<file path="config.mk">
export PLATFORM = sky130hd
export DESIGN_NAME = intc_mux
export DESIGN_NICKNAME = d
export VERILOG_FILES = /design/src/rtl/intc_mux.sv
export SDC_FILE = /design/constraint.sdc
export NUM_CORES = 1
export LEC_CHECK = 0
export BUFFER_PORTS_ARGS = -buffer_cell sky130_fd_sc_hd__buf_2
export CAP_MARGIN = 15
export CELL_PAD_IN_SITES_DETAIL_PLACEMENT = 2
export CELL_PAD_IN_SITES_GLOBAL_PLACEMENT = 2
export CORE_UTILIZATION = 30
export CTS_CLUSTER_SIZE = 12
export DETAILED_ROUTE_END_ITERATION = 16
export GPL_TIMING_DRIVEN = 1
export PLACE_DENSITY_LB_ADDON = 0.1
export SLEW_MARGIN = 20
export SYNTH_ARGS = -nofsm -noshare
export SYNTH_HDL_FRONTEND = slang
export SYNTH_SLANG_ARGS = --single-unit
</file>
<file path="constraint.sdc">
create_clock -name clock -period 2.8 [get_ports clock]
set_input_delay 0.14 -clock clock [delete_from_list [all_inputs] [get_ports clock]]
set_output_delay 0.14 -clock clock [all_outputs]
set_load 0.02 [all_outputs]
</file>
<file path="src/rtl/intc_mux.sv">
// intc_mux: 8-line priority interrupt multiplexer with edge-latched pending bits,
// a mask register and a post-acknowledge holdoff. Optional ASSERT timeout under INTC_TIMEOUT_EN.
module intc_mux #(
    parameter int unsigned HOLDOFF = 4,
    parameter int unsigned TIMEOUT = 64
) (
    input  logic       clock,
    input  logic       reset,
    input  logic [7:0] req,
    input  logic       ack,
    input  logic       mask_we,
    input  logic [7:0] mask_wdata,
    output logic       interrupt,
    output logic [2:0] irq,
    output logic [7:0] pending,
    output logic [7:0] mask,
    output logic       lost
);

    localparam int unsigned N_LINES = 8;
    localparam int unsigned IRQ_W   = 3;
    localparam int unsigned HOLD_W  = 8;

    typedef enum logic [1:0] {
        IDLE   = 2'd0,
        ASSERT = 2'd1,
        HOLD   = 2'd2
    } state_t;

    // Out-of-range parameters are rejected at elaboration.
    if (HOLDOFF == 0 || HOLDOFF > 255) begin : g_bad_holdoff
        $error("intc_mux: HOLDOFF must be in 1..255");
    end
    if (TIMEOUT == 0 || TIMEOUT > 65535) begin : g_bad_timeout
        $error("intc_mux: TIMEOUT must be in 1..65535");
    end

    state_t              state;
    state_t              state_next;
    logic [N_LINES-1:0]  prev_req;
    logic [N_LINES-1:0]  req_rise;
    logic [N_LINES-1:0]  grant;
    logic [N_LINES-1:0]  clr;
    logic [N_LINES-1:0]  pending_next;
    logic [N_LINES-1:0]  mask_next;
    logic [IRQ_W-1:0]    irq_next;
    logic                interrupt_next;
    logic [HOLD_W-1:0]   hold_cnt;
    logic [HOLD_W-1:0]   hold_cnt_next;
    logic                launch;

`ifdef INTC_TIMEOUT_EN
    localparam int unsigned TMO_W = 16;
    logic [TMO_W-1:0]    tmo_cnt;
    logic [TMO_W-1:0]    tmo_cnt_next;
    logic                lost_next;
`endif

    function automatic logic [IRQ_W-1:0] lowest_set(input logic [N_LINES-1:0] v);
        logic [IRQ_W-1:0] idx;
        idx = '0;
        for (int i = int'(N_LINES) - 1; i >= 0; i--) begin
            if (v[i]) idx = IRQ_W'(i);
        end
        return idx;
    endfunction

    assign req_rise = req & ~prev_req;
    // Arbitration always sees the registered mask, so a same-cycle write takes effect next clock.
    assign grant    = pending & ~mask;

    always_comb begin
        state_next     = state;
        irq_next       = irq;
        interrupt_next = interrupt;
        hold_cnt_next  = hold_cnt;
        clr            = '0;
        launch         = 1'b0;
        mask_next      = mask_we ? mask_wdata : mask;
`ifdef INTC_TIMEOUT_EN
        tmo_cnt_next   = tmo_cnt;
        lost_next      = lost;
`endif

        case (state)
            IDLE: begin
                launch = |grant;
            end
            ASSERT: begin
                if (ack) begin
                    clr[irq]       = 1'b1;
                    interrupt_next = 1'b0;
                    hold_cnt_next  = HOLD_W'(HOLDOFF);
                    state_next     = HOLD;
`ifdef INTC_TIMEOUT_EN
                end else if (tmo_cnt == TMO_W'(TIMEOUT - 1)) begin
                    // Give up on the CPU; the line stays pending for a later retry.
                    interrupt_next = 1'b0;
                    lost_next      = 1'b1;
                    hold_cnt_next  = HOLD_W'(HOLDOFF);
                    state_next     = HOLD;
                end else begin
                    tmo_cnt_next   = tmo_cnt + TMO_W'(1);
`endif
                end
            end
            HOLD: begin
                // The edge that empties the counter also arbitrates, giving exactly HOLDOFF low clocks.
                if (hold_cnt <= HOLD_W'(1)) begin
                    hold_cnt_next = '0;
                    state_next    = IDLE;
                    launch        = |grant;
                end else begin
                    hold_cnt_next = hold_cnt - HOLD_W'(1);
                end
            end
            default: begin
                state_next     = IDLE;
                interrupt_next = 1'b0;
            end
        endcase

        if (launch) begin
            irq_next       = lowest_set(grant);
            interrupt_next = 1'b1;
            state_next     = ASSERT;
`ifdef INTC_TIMEOUT_EN
            tmo_cnt_next   = '0;
`endif
        end

        // A new edge on the line being cleared wins over the clear.
        pending_next = (pending & ~clr) | req_rise;
    end

    always_ff @(posedge clock) begin
        prev_req <= req;
        if (reset) begin
            state     <= IDLE;
            interrupt <= 1'b0;
            irq       <= '0;
            pending   <= '0;
            mask      <= '0;
            hold_cnt  <= '0;
        end else begin
            state     <= state_next;
            interrupt <= interrupt_next;
            irq       <= irq_next;
            pending   <= pending_next;
            mask      <= mask_next;
            hold_cnt  <= hold_cnt_next;
        end
    end

`ifdef INTC_TIMEOUT_EN
    always_ff @(posedge clock) begin
        if (reset) begin
            tmo_cnt <= '0;
            lost    <= 1'b0;
        end else begin
            tmo_cnt <= tmo_cnt_next;
            lost    <= lost_next;
        end
    end
`else
    assign lost = 1'b0;
`endif

endmodule
</file>
# Yosys cells after proc, flatten, opt, wreduce, memory -nomap -nowiden
# Index checks and enable logic that the tools add are counted.
[word_totals]
out_inout_bits = 21
inputBits = 20
word_cells = 62
register_bits = 38
[op_classes]
order_cmp = 3
addsub = 1
eq_ne = 8
n_mux = 24
reduce_logical = 10
n_bitwise = 8
[ops]
columns = ["op", "n"]
rows = [
  ["$mux 8", 4],
  ["$and 8x8->8", 3],
  ["$mux 3", 8],
  ["$not 8->8", 3],
  ["$pmux 8 s2", 1],
  ["$le 8x1->1 const B", 1],
  ["$or 8x8->8", 1],
  ["$reduce_or 8->1", 1],
  ["$sub 8x1->8 const B", 1],
  ["$ne 2x2->1 const B", 3],
  ["$ne 3x3->1 const B", 2],
  ["$pmux 2 s3", 1],
  ["$reduce_and 3->1", 2],
  ["$mux 1", 5],
  ["$lt 3x4->1 const B", 1],
  ["$mux 2", 2],
  ["$pmux 1 s2", 2],
  ["$reduce_and 2->1", 2],
  ["$reduce_or 2->1", 2],
  ["$demux 1 s3", 1],
  ["$ge 3x1->1 const B", 1],
  ["$eq 2x1->1 const B", 1],
  ["$eq 2x2->1 const B", 1],
  ["$logic_not 2->1", 1],
  ["4 further kinds", 4],
]

# Longest topological paths before layout
# Gate-level depths: netlist of run 1.
[depth]
ltp_word = 10
mapped_depth = 7
mapped_depth_nobuf = 7

# Least setup slack after synthesis of run 1
# Ideal clock, no wire load.
[synth_timing]
path_type = "register -> register"
start = "register hold_cnt[0]"
end = "register hold_cnt[6]"
n_path_buf = 0
stages_incl_launch_ff = 8
required_time_ps = 2729
setup_time_ps = 71
slack_ps = 837
arrival_ps = 1892
synth_period_minus_slack_ps = 1963
cell_sequence = "dfxtp_1 > inv_1 > ha_1 > nor2_1 > o41a_1 > nand3_1 > or4_2 > a21oi_1"
[synth_via]
elab_chain_cells = 3
word_cells_on_any_way = 4
classes_between = "add/sub (1); order compare (1); mux (2)"
[synth_rtl]
columns = ["item", "line", "source"]
rows = [
  ["from (decl)", "48", "logic [HOLD_W-1:0] hold_cnt;"],
  ["from (signal assigned)", "151", "hold_cnt <= hold_cnt_next;"],
  ["$sub 8x1->8 / $le 8x1->1 (equally long branches)", "114, 109", ""],
  ["$mux 8 *", "109", "if (hold_cnt <= HOLD_W'(1)) begin"],
  ["$pmux 8 s2 *", "85", "case (state)"],
]
# Every way passes the cells marked *; elsewhere a longest branch is shown, timed or not.
# A chain may end at the register's enable or synchronous reset.

# Worst setup path after layout of run 1
# Same ends and word-level chain as after synthesis.

==> reports/metrics.cfg, run 1 <==
[routing]
wire_per_inst_microns=15.46
routed_via_density=4.919
drtPass1Iterations=4
route.detailed.drc=0
drt_wl_total_mm=4.406
drt_iter0_drc=37
vias=1402
drtAntennaViolNets=0

[setup_path]
crit_arrival_ns=2.45
critPathKind=reg2reg
required_ns=3.02
cp-start-kind=flip-flop
cp-end-kind=flip-flop
crit_fanout=6

[synthesis]
ys_async_sr_fraction_pct=0
synthCells=168
synth_cell_types=38
synth_fp_nets=190
synthMuxAreaShare_pct=5.091
syn_area_sq_um=1573
synthAdderAreaFrac_pct=1.591
synth_compound_area_share_pct=19.01
yosysMostFrequentCell=dfxtp_1
ys_seq_area_share_pct=48.37
synth_top_family_by_area=simple AND/OR/NAND/NOR gates
syn_avg_cell_area_sq_um=9.362
ys_top_cells_by_area=dfxtp_1 48%, nand2b_1 7.6%, a21oi_1 5.4%
synth-xor-area-share_pct=1.671
synth_top_cell_area_share_pct=48.37
synthTopCellsByCount=38 x dfxtp_1, 19 x nand2b_1, 19 x nor2_1
synthSimpleGateAreaFrac_pct=21.64
yosysWarnings=0
synth_edf_count=0
synthFlopType=dfxtp_1
synth_area_leader_cell=dfxtp_1
synth-seq-cells=38

[placed_design]
dpl_cell_area_sq_um=1829
dp.cells=269
place_congestion=0.7757
hpwl_mm=3.434
place_ws_ns=0.5845
io_buffers=39

[power_and_ir_drop]
pwr_density_cell_nw_per_um2=648.3
peakVddDrop_mv=0.2458
power_leakage_uw=0.0008671

[grt]
grt_overflow=0
grt_pass1_wl_mm=7.521
grt_usage_pct=18.25
use_met2_pct=32.93
grt_max_degree=27
grt_util_met3_pct=4.607
antenna_found_initial=0
busiest_layer=met2
grt_pass1_vias=1563
met1_usage_pct=20.65

[timing]
finalSetupTns_ns=0
clock.fmax_mhz=448.0
slew_violations=0
skew_ns=0.006466
worst_hold_slack_ns=0.09981
maxSlewHeadroom_pct=47.68
min_period_ns=2.232
finalHoldViolations=0
setup_ws_ns=0.5677
rsz0062_at_grt=no
tightest_slew_ns=0.7746
period_share_pct=79.72
setup-violations-final=0

[status]
status=complete, no violations

[cts]
cts.path.max_buffers=2
cts_tree=yes
hold_buffers=8
clk-insertion-delay-late_ns=0.28
cts.sinks=38
root_buffer=clkbuf_8
clkTransAtPathRegs_ns=0.08
numCtsBuffers=5
htree_levels=2
postCtsSetupRepairBufs=0
ctsResizeCount=0

[floorplanning]
die_y_microns=74.41
die_w_microns=74.41
start_util_pct=32.23
dieArea_sq_um=5536
rows=25
fp.coreArea_sq_um=4880
io_pins=41

[finish]
n_fill_cell=557
final_cell_count_no_fill=285
drive_gt1_share_pct=24.31
diodes=0
area_delta_synth_final_pct=27.21
fin_nets=239
final_cell_area_sq_um=2001

[job]
cap_violations=0

[min_path]
hold_class=in2reg

[critical path, cell delays in order (launching register included)]
cell	delay, ns
dfxtp_1	0.41
inv_1	0.06
ha_1	0.27
nor2_1	0.32
o41a_1	0.29
nand3_1	0.10
or4_2	0.54
a21oi_1	0.16
[area by class of cell]
class | instances | area (sq um) | area share [%]
Timing Repair Buffer | 47 | 275.3 | 13.76
Tap cell | 67 | 83.83 | 4.190
Multi-Input combinational cell | 121 | 774.5 | 38.71
Clock inverter | 1 | 5.005 | 0.2502
Clock buffer | 7 | 86.33 | 4.315
Sequential cell | 38 | 760.7 | 38.02
Inverter | 4 | 15.01 | 0.7505
[cell usage in the layout (no fill, tap or decap), types with 3 or more instances in the layout]
| cell | count |
|---|---|
| inv_1 | 4 |
| o21ai_0 | 12 |
| a31oi_1 | 3 |
| nor2_1 | 19 |
| mux2i_1 | 8 |
| nor2b_1 | 3 |
| dlygate4sd3_1 | 8 |
| nand2_1 | 7 |
| dfxtp_1 | 38 |
| clkbuf_8 | 6 |
| buf_2 | 39 |
| a21oi_1 | 17 |
| nand2b_1 | 19 |
[layer usage]
| layer | vias up | share of wire [%] |
|---|---|---|
| li1 | 682 | - |
| met3 | 9 | 3.4 |
| met4 | 0 | 1.5 |
| met2 | 29 | 54 |
| met1 | 682 | 42 |
| met5 | - | 0 |
[cells by family (layout without fill, tap and decap cells)]
kind of cell               Yosys count  in the layout
other                                1              1
buffers and inverters                9             59
xor gates and xnor gates             3              3
DFF                                 38             38
AOI/OAI and AO/OA                   44             44
and+or+nand+nor                     63             63
adders and majority gates            2              2
muxes                                8              8
[worst paths after layout]
path	start	to	slack, ns	depth (start not counted)
worst min register to register	prev_req[6]$_DFF_P_	pending[6]$_SDFF_PP0_	0.49	2
worst min-delay path	mask_wdata[2]	mask[2]$_SDFFE_PP0P_	0.1	3
worst max-delay path	hold_cnt[0]$_SDFFE_PP0P_	hold_cnt[6]$_SDFFE_PP0P_	0.57	7
worst max register to register	hold_cnt[0]$_SDFFE_PP0P_	hold_cnt[6]$_SDFFE_PP0P_	0.57	7
[state kept, by name, summed over array words and instances (netlist names)]
register,count
hold_cnt,8
interrupt,1
irq,3
mask,8
pending,8
prev_req,8
state,2
[where the power goes]
part	switching, uW	leakage [uW]	internal, uW	total, uW
clock network	187	0.0000482	199	386
registers	51.5	0.000314	587	639
logic	156	0.000504	116	272
total	395	0.000867	902	1300
[per-stage QoR]
step	util [%]	total power (uW)
global placement	37.49	901.3
finish	41.00	1297
global route	41.00	1376
floorplan	-	825.9
CTS	41.00	1319
detailed placement	37.49	919.3
No activity file was read; power rests on OpenSTA's default activity.
==> run 2, diff against run 1 <==
- clock period: 2.8 -> 2.1 ns (I/O delays scaled with it)
==> reports/metrics.cfg, run 2 (synthesized netlist as in run 1, its figures left out) <==
[setup_path]
cp-end-kind=flip-flop
required_ns=2.28  ; -0.74 ns
worstPathCellList=or4_4 > o41a_1 > buf_4 > a21oi_1 > a31oi_1 > o21a_1
critical-path-top-delay-family=compound AO/OA/AOI/OAI gates
crit_arrival_ns=2.24  ; -0.21 ns
path_buf_inv=1  ; unchanged
cp_slowest_cell=or4_4
crit_fanout=6  ; unchanged
cp-start-kind=flip-flop
critical_path.max_stage_delay_ns=0.60  ; +0.06 ns
critPathKind=reg2reg

[timing]
finalSetupTns_ns=0  ; unchanged
setup_ws_ns=0.03807  ; -0.5296 ns
period_share_pct=98.19  ; +18 points
skew_ns=0.003314  ; -0.003151 ns
slew_violations=0  ; unchanged
setup-violations-final=0  ; unchanged
min_period_ns=2.062  ; -0.1704 ns
finalHoldViolations=0  ; unchanged
rsz0062_at_grt=no
clock.fmax_mhz=485.0  ; +8.3%

[floorplanning]
start_util_pct=32.23  ; unchanged
rows=25  ; unchanged
fp.coreArea_sq_um=4880  ; unchanged
dieArea_sq_um=5536  ; unchanged
die_w_microns=74.41  ; unchanged
die_y_microns=74.41  ; unchanged
io_pins=41  ; unchanged

[power_and_ir_drop]
power_leakage_uw=0.0008992  ; +3.7%
pwr_density_cell_nw_per_um2=902.9  ; +39%
peakVddDrop_mv=0.3522  ; +43%

[routing]
wire_per_inst_microns=15.82  ; +2.4%
routed_via_density=4.907  ; -0.26%
drt_wl_total_mm=4.573  ; +3.8%
drt_iter0_drc=29  ; -22%
route.detailed.drc=0  ; unchanged
drtAntennaViolNets=0  ; unchanged
drtPass1Iterations=4  ; unchanged
vias=1418  ; +1.1%

[finish]
final_cell_mix=39 x buf_2, 38 x dfxtp_1, 19 x nand2b_1, 18 x nor2_1, 17 x a21oi_1
drive_gt1_share_pct=26.58  ; +2.3 points
fin_nets=244  ; +2.1%
diodes=0  ; unchanged
n_fill_cell=551  ; -1.1%
final_common_cell=buf_2
area_delta_synth_final_pct=31.11

[placed_design]
place_congestion=0.8023  ; +3.4%
hpwl_mm=3.458  ; +0.69%
io_buffers=39  ; unchanged
place_ws_ns=0.05080  ; -0.5338 ns

[grt]
grt_max_degree=27  ; unchanged
grt_pass1_vias=1561  ; -0.13%
grt_usage_pct=18.22  ; -0.039 points
antenna_found_initial=0  ; unchanged
grt_overflow=0  ; unchanged
grt_pass1_wl_mm=7.548  ; +0.36%

[job]
cap_violations=0  ; unchanged

[min_path]
hold_class=in2reg

[cts]
clk-insertion-delay-late_ns=0.28  ; about the same
numCtsBuffers=5  ; unchanged
cts.path.max_buffers=2  ; unchanged
root_buffer=clkbuf_8
clkTransAtPathRegs_ns=0.07  ; about the same
htree_levels=2  ; unchanged
cts_tree=yes
cts.sinks=38  ; unchanged

[status]
status=complete, no violations

==> run 2: tightest hold or removal path, cell delays in order <==
cell     delay [ns]
buf_2          0.07
mux2i_1        0.05
nor2_1         0.08
==> run 2: final timing paths <==
path                                          startpoint                  endpoint  slack [ns]  cells past startpoint
worst min-delay path                       mask_wdata[2]      mask[2]$_SDFFE_PP0P_        0.06                      3
worst min register to register       prev_req[4]$_DFF_P_     pending[4]$_SDFF_PP0_        0.50                      2
worst max-delay path            hold_cnt[4]$_SDFFE_PP0P_  hold_cnt[2]$_SDFFE_PP0P_        0.04                      6
worst max register to register  hold_cnt[4]$_SDFFE_PP0P_  hold_cnt[2]$_SDFFE_PP0P_        0.04                      6
==> run 2: repair_timing <==
item	CTS	global route
buffers inserted	0	0
endpoints found under the hold margin	8	0
hold buffers	8	0
setup endpoints to repair	0	5
resized for setup	0	2
==> run 2: final cells by class <==
class	count	area, sq um	share of cell area (%)
sequential	38	760.7	36.89
clock buffer	6	82.58	4.005
tap	67	83.83	4.066
timing repair buffer	52	312.8	15.17
inverter	4	15.01	0.7282
clock inverter	1	30.03	1.456
multi-input combinational	121	777.0	37.68
==> run 2: through the flow <==
step / instances / power, uW / util, % / area, sq um / hold WS (ns)
after floorplan: 168 / 1101 / - / 1573 / 0.1327
after global placement: 274 / 1218 / 38.26 / 1867 / 0.2216
after detailed placement: 274 / 1241 / 38.26 / 1867 / 0.2254
after CTS: 289 / 1882 / 42.21 / 2059 / 0.06270
after global routing: 289 / 1961 / 42.26 / 2062 / 0.07024
final: 289 / 1862 / 42.26 / 2062 / 0.06313
==> run 2: report_power, final <==
group          leakage, uW  switching, uW  internal (uW)  total (uW)
combinational     0.000528            216            167         384
sequential        0.000314           68.7            783         852
clock            0.0000573            246            380         626
==> run 2: routing by layer <==
layer  track usage [%]  routed length, microns
met4             4.822                      31
met5                 0                       0
met3             4.201                     139
met2             35.34                    2598
met1             19.55                    1804
==> run 3, diff against run 2 <==
- ABC_AREA: unset -> 1
- CORE_UTILIZATION: 30 -> 29
==> reports/metrics.cfg, run 3 <==
[finish]
final_cell_count_no_fill=358  ; +24%
fin_nets=307  ; +26%
diodes=0  ; unchanged
final_common_cell=nand2_1
area_delta_synth_final_pct=27.71
fin_util_pct=39.14  ; -3.1 points
drive_gt1_share_pct=25.17  ; -1.4 points
final_cell_mix=53 x nand2_1, 39 x buf_2, 38 x inv_1, 38 x dfxtp_1, 19 x a21oi_1

[cts]
clk-insertion-delay-late_ns=0.29  ; about the same
clkTransAtPathRegs_ns=0.08  ; about the same
cts.path.max_buffers=2  ; unchanged
cts.sinks=38  ; unchanged
root_buffer=clkbuf_8
ctsResizeCount=0  ; unchanged
htree_levels=2  ; unchanged
cts_tree=yes
numCtsBuffers=5  ; unchanged

[setup_path]
reg2reg_slack_ns=0.62  ; +0.58 ns
critPathKind=reg2reg
required_ns=2.33  ; +0.05 ns
reg2reg_depth=9  ; +3
crit_arrival_ns=1.72  ; -0.52 ns
r2r_start=hold_cnt[0]$_SDFFE_PP0P_
cp-start-kind=flip-flop
cp-end-kind=flip-flop
r2r_end=hold_cnt[0]$_SDFFE_PP0P_
crit_fanout=5  ; -1

[status]
status=complete, no violations

[grt]
grt_max_degree=17  ; -37%
grt_pass1_wl_mm=8.162  ; +8.1%
grt_overflow=0  ; unchanged
grt_pass1_vias=1770  ; +13%
grt_usage_pct=16.97  ; -1.2 points
antenna_found_initial=0  ; unchanged

[timing]
period_share_pct=70.70  ; -27 points
clock.fmax_mhz=673.5  ; +39%
skew_ns=0.005003  ; +0.001689 ns
setup-violations-final=0  ; unchanged
slew_violations=0  ; unchanged
rsz0062_at_grt=no
finalSetupTns_ns=0  ; unchanged
finalHoldViolations=0  ; unchanged
min_period_ns=1.485  ; -0.5772 ns

[power_and_ir_drop]
pwr_density_cell_nw_per_um2=945.4  ; +4.7%
pwr-share-comb_pct=23.2  ; +2.6 points
fin_total_pwr_uw=2088  ; +12%
peakVddDrop_mv=0.3731  ; +5.9%
intPower_uw=1432  ; +7.6%
switching_share_pct=31.41  ; +2.9 points
power_leakage_uw=0.001077  ; +20%
p_clk_share_pct=36.2  ; +2.6 points
p_switching_uw=655.7  ; +23%
seq_power_share_pct=40.5  ; -5.3 points

[floorplanning]
fp.coreArea_sq_um=5642  ; +16%
rows=27  ; +8.0%
io_pins=41  ; unchanged
die_w_microns=79.22  ; +6.5%
die_y_microns=79.22  ; +6.5%
dieArea_sq_um=6275  ; +13%
start_util_pct=30.65  ; -1.6 points

[routing]
drt_iter0_drc=27  ; -6.9%
routed_via_density=4.508  ; -8.1%
wire_per_inst_microns=13.38  ; -15%
drtAntennaViolNets=0  ; unchanged
route.detailed.drc=0  ; unchanged
vias=1614  ; +14%
drt_wl_total_mm=4.790  ; +4.7%
drtPass1Iterations=3  ; -1

[synthesis]
synth_edf_count=0  ; unchanged
synth-seq-cells=38  ; unchanged
ys_seq_area_share_pct=43.99  ; -4.4 points
yosysMostFrequentCell=nand2_1
synth_area_leader_cell=dfxtp_1
synthTopCellsByCount=53 x nand2_1, 38 x dfxtp_1, 38 x inv_1
ys_async_sr_fraction_pct=0  ; unchanged
yosysWarnings=0  ; unchanged
syn_area_sq_um=1729  ; +9.9%
synthFlopType=dfxtp_1
synth_fp_nets=258  ; +36%
synthCells=236  ; +40%
synth_cell_types=31  ; -18%
synth_top_cell_area_share_pct=43.99  ; -4.4 points
ys_top_cells_by_area=dfxtp_1 44%, nand2_1 12%, inv_1 8.2%
syn_avg_cell_area_sq_um=7.327  ; -22%

[placed_design]
dp.cells=342  ; +25%
hpwl_mm=3.780  ; +9.3%
io_buffers=39  ; unchanged
place_congestion=0.7821  ; -2.5%

[min_path]
holdPathStages=3  ; unchanged
hold_class=in2reg
holdPathEnd=mask[7]$_SDFFE_PP0P_
min_from=mask_wdata[7]

[job]
cap_violations=0  ; unchanged

run 3: worst max path at each step:
stage	start	end	slack (ns)	cells after the start
global route	hold_cnt[0]$_SDFFE_PP0P_	hold_cnt[0]$_SDFFE_PP0P_	0.43	9
floorplan	hold_cnt[0]$_SDFFE_PP0P_	irq[1]$_SDFFE_PP0P_	0.77	10
global placement	hold_cnt[0]$_SDFFE_PP0P_	hold_cnt[0]$_SDFFE_PP0P_	0.69	9
detailed placement	hold_cnt[0]$_SDFFE_PP0P_	hold_cnt[0]$_SDFFE_PP0P_	0.61	9
finish	hold_cnt[0]$_SDFFE_PP0P_	hold_cnt[0]$_SDFFE_PP0P_	0.62	9
CTS	hold_cnt[0]$_SDFFE_PP0P_	hold_cnt[0]$_SDFFE_PP0P_	0.58	9
run 3: what timing repair did:
| item | 4_1_cts | 5_1_grt |
|---|---|---|
| hold buffers | 8 | 0 |
| endpoints found under the hold margin | 8 | 0 |
| buffers inserted | 0 | 0 |
run 3: metal layers:
layer	vias up	share of wire [%]	wire length (microns)	track usage (%)
met5	-	0	0	0
met1	747	51	2455	22.40
met2	30	45	2179	28.45
met4	0	0.19	9	3.273
li1	835	-	-	-
met3	2	3.0	146	3.563
run 3: kinds of logic after synthesis:
family	share of synthesized area [%]
flops	43.99
xor+xnor	1.013
other cells	0.2169
compound gates	14.04
simple gates	28.36
buf+inv	10.93
fa+ha+maj	1.447
run 3: power groups by stage:
stage | clock network (uW) | registers, uW | logic [uW]
global route | 809 | 859 | 551
floorplan | 0 | 890 | 308
global placement | 0 | 861 | 473
detailed placement | 0 | 865 | 480
finish | 756 | 847 | 485
CTS | 779 | 849 | 496
run 3: critical path, stage by stage, from the launching register on:
cell     delay [ns]
dfxtp_1        0.40
inv_1          0.09
ha_1           0.24
nor2_1         0.11
nor2_1         0.06
nand2_2        0.09
nand2_2        0.08
a21oi_2        0.15
inv_2          0.10
a21oi_2        0.10
run 3: per-stage QoR:
step	worst slack [ns]	hold slack (ns)	area [sq um]
after global placement	0.6948	0.2217	1991
after detailed placement	0.6060	0.2245	1991
final	0.6153	0.1058	2208
after global routing	0.4340	0.1263	2208
after floorplan	0.7700	0.1327	1729
after CTS	0.5809	0.1011	2208
run 3: area by class of cell:
| cell class | count | area (sq um) |
|---|---|---|
| Clock buffer | 5 | 68.82 |
| Clock inverter | 3 | 68.82 |
| Fill cell | 686 | 3433 |
| Inverter | 44 | 165.2 |
| Multi-Input combinational cell | 149 | 779.5 |
| Sequential cell | 38 | 760.7 |
| Tap cell | 72 | 90.09 |
| Timing Repair Buffer | 47 | 275.3 |
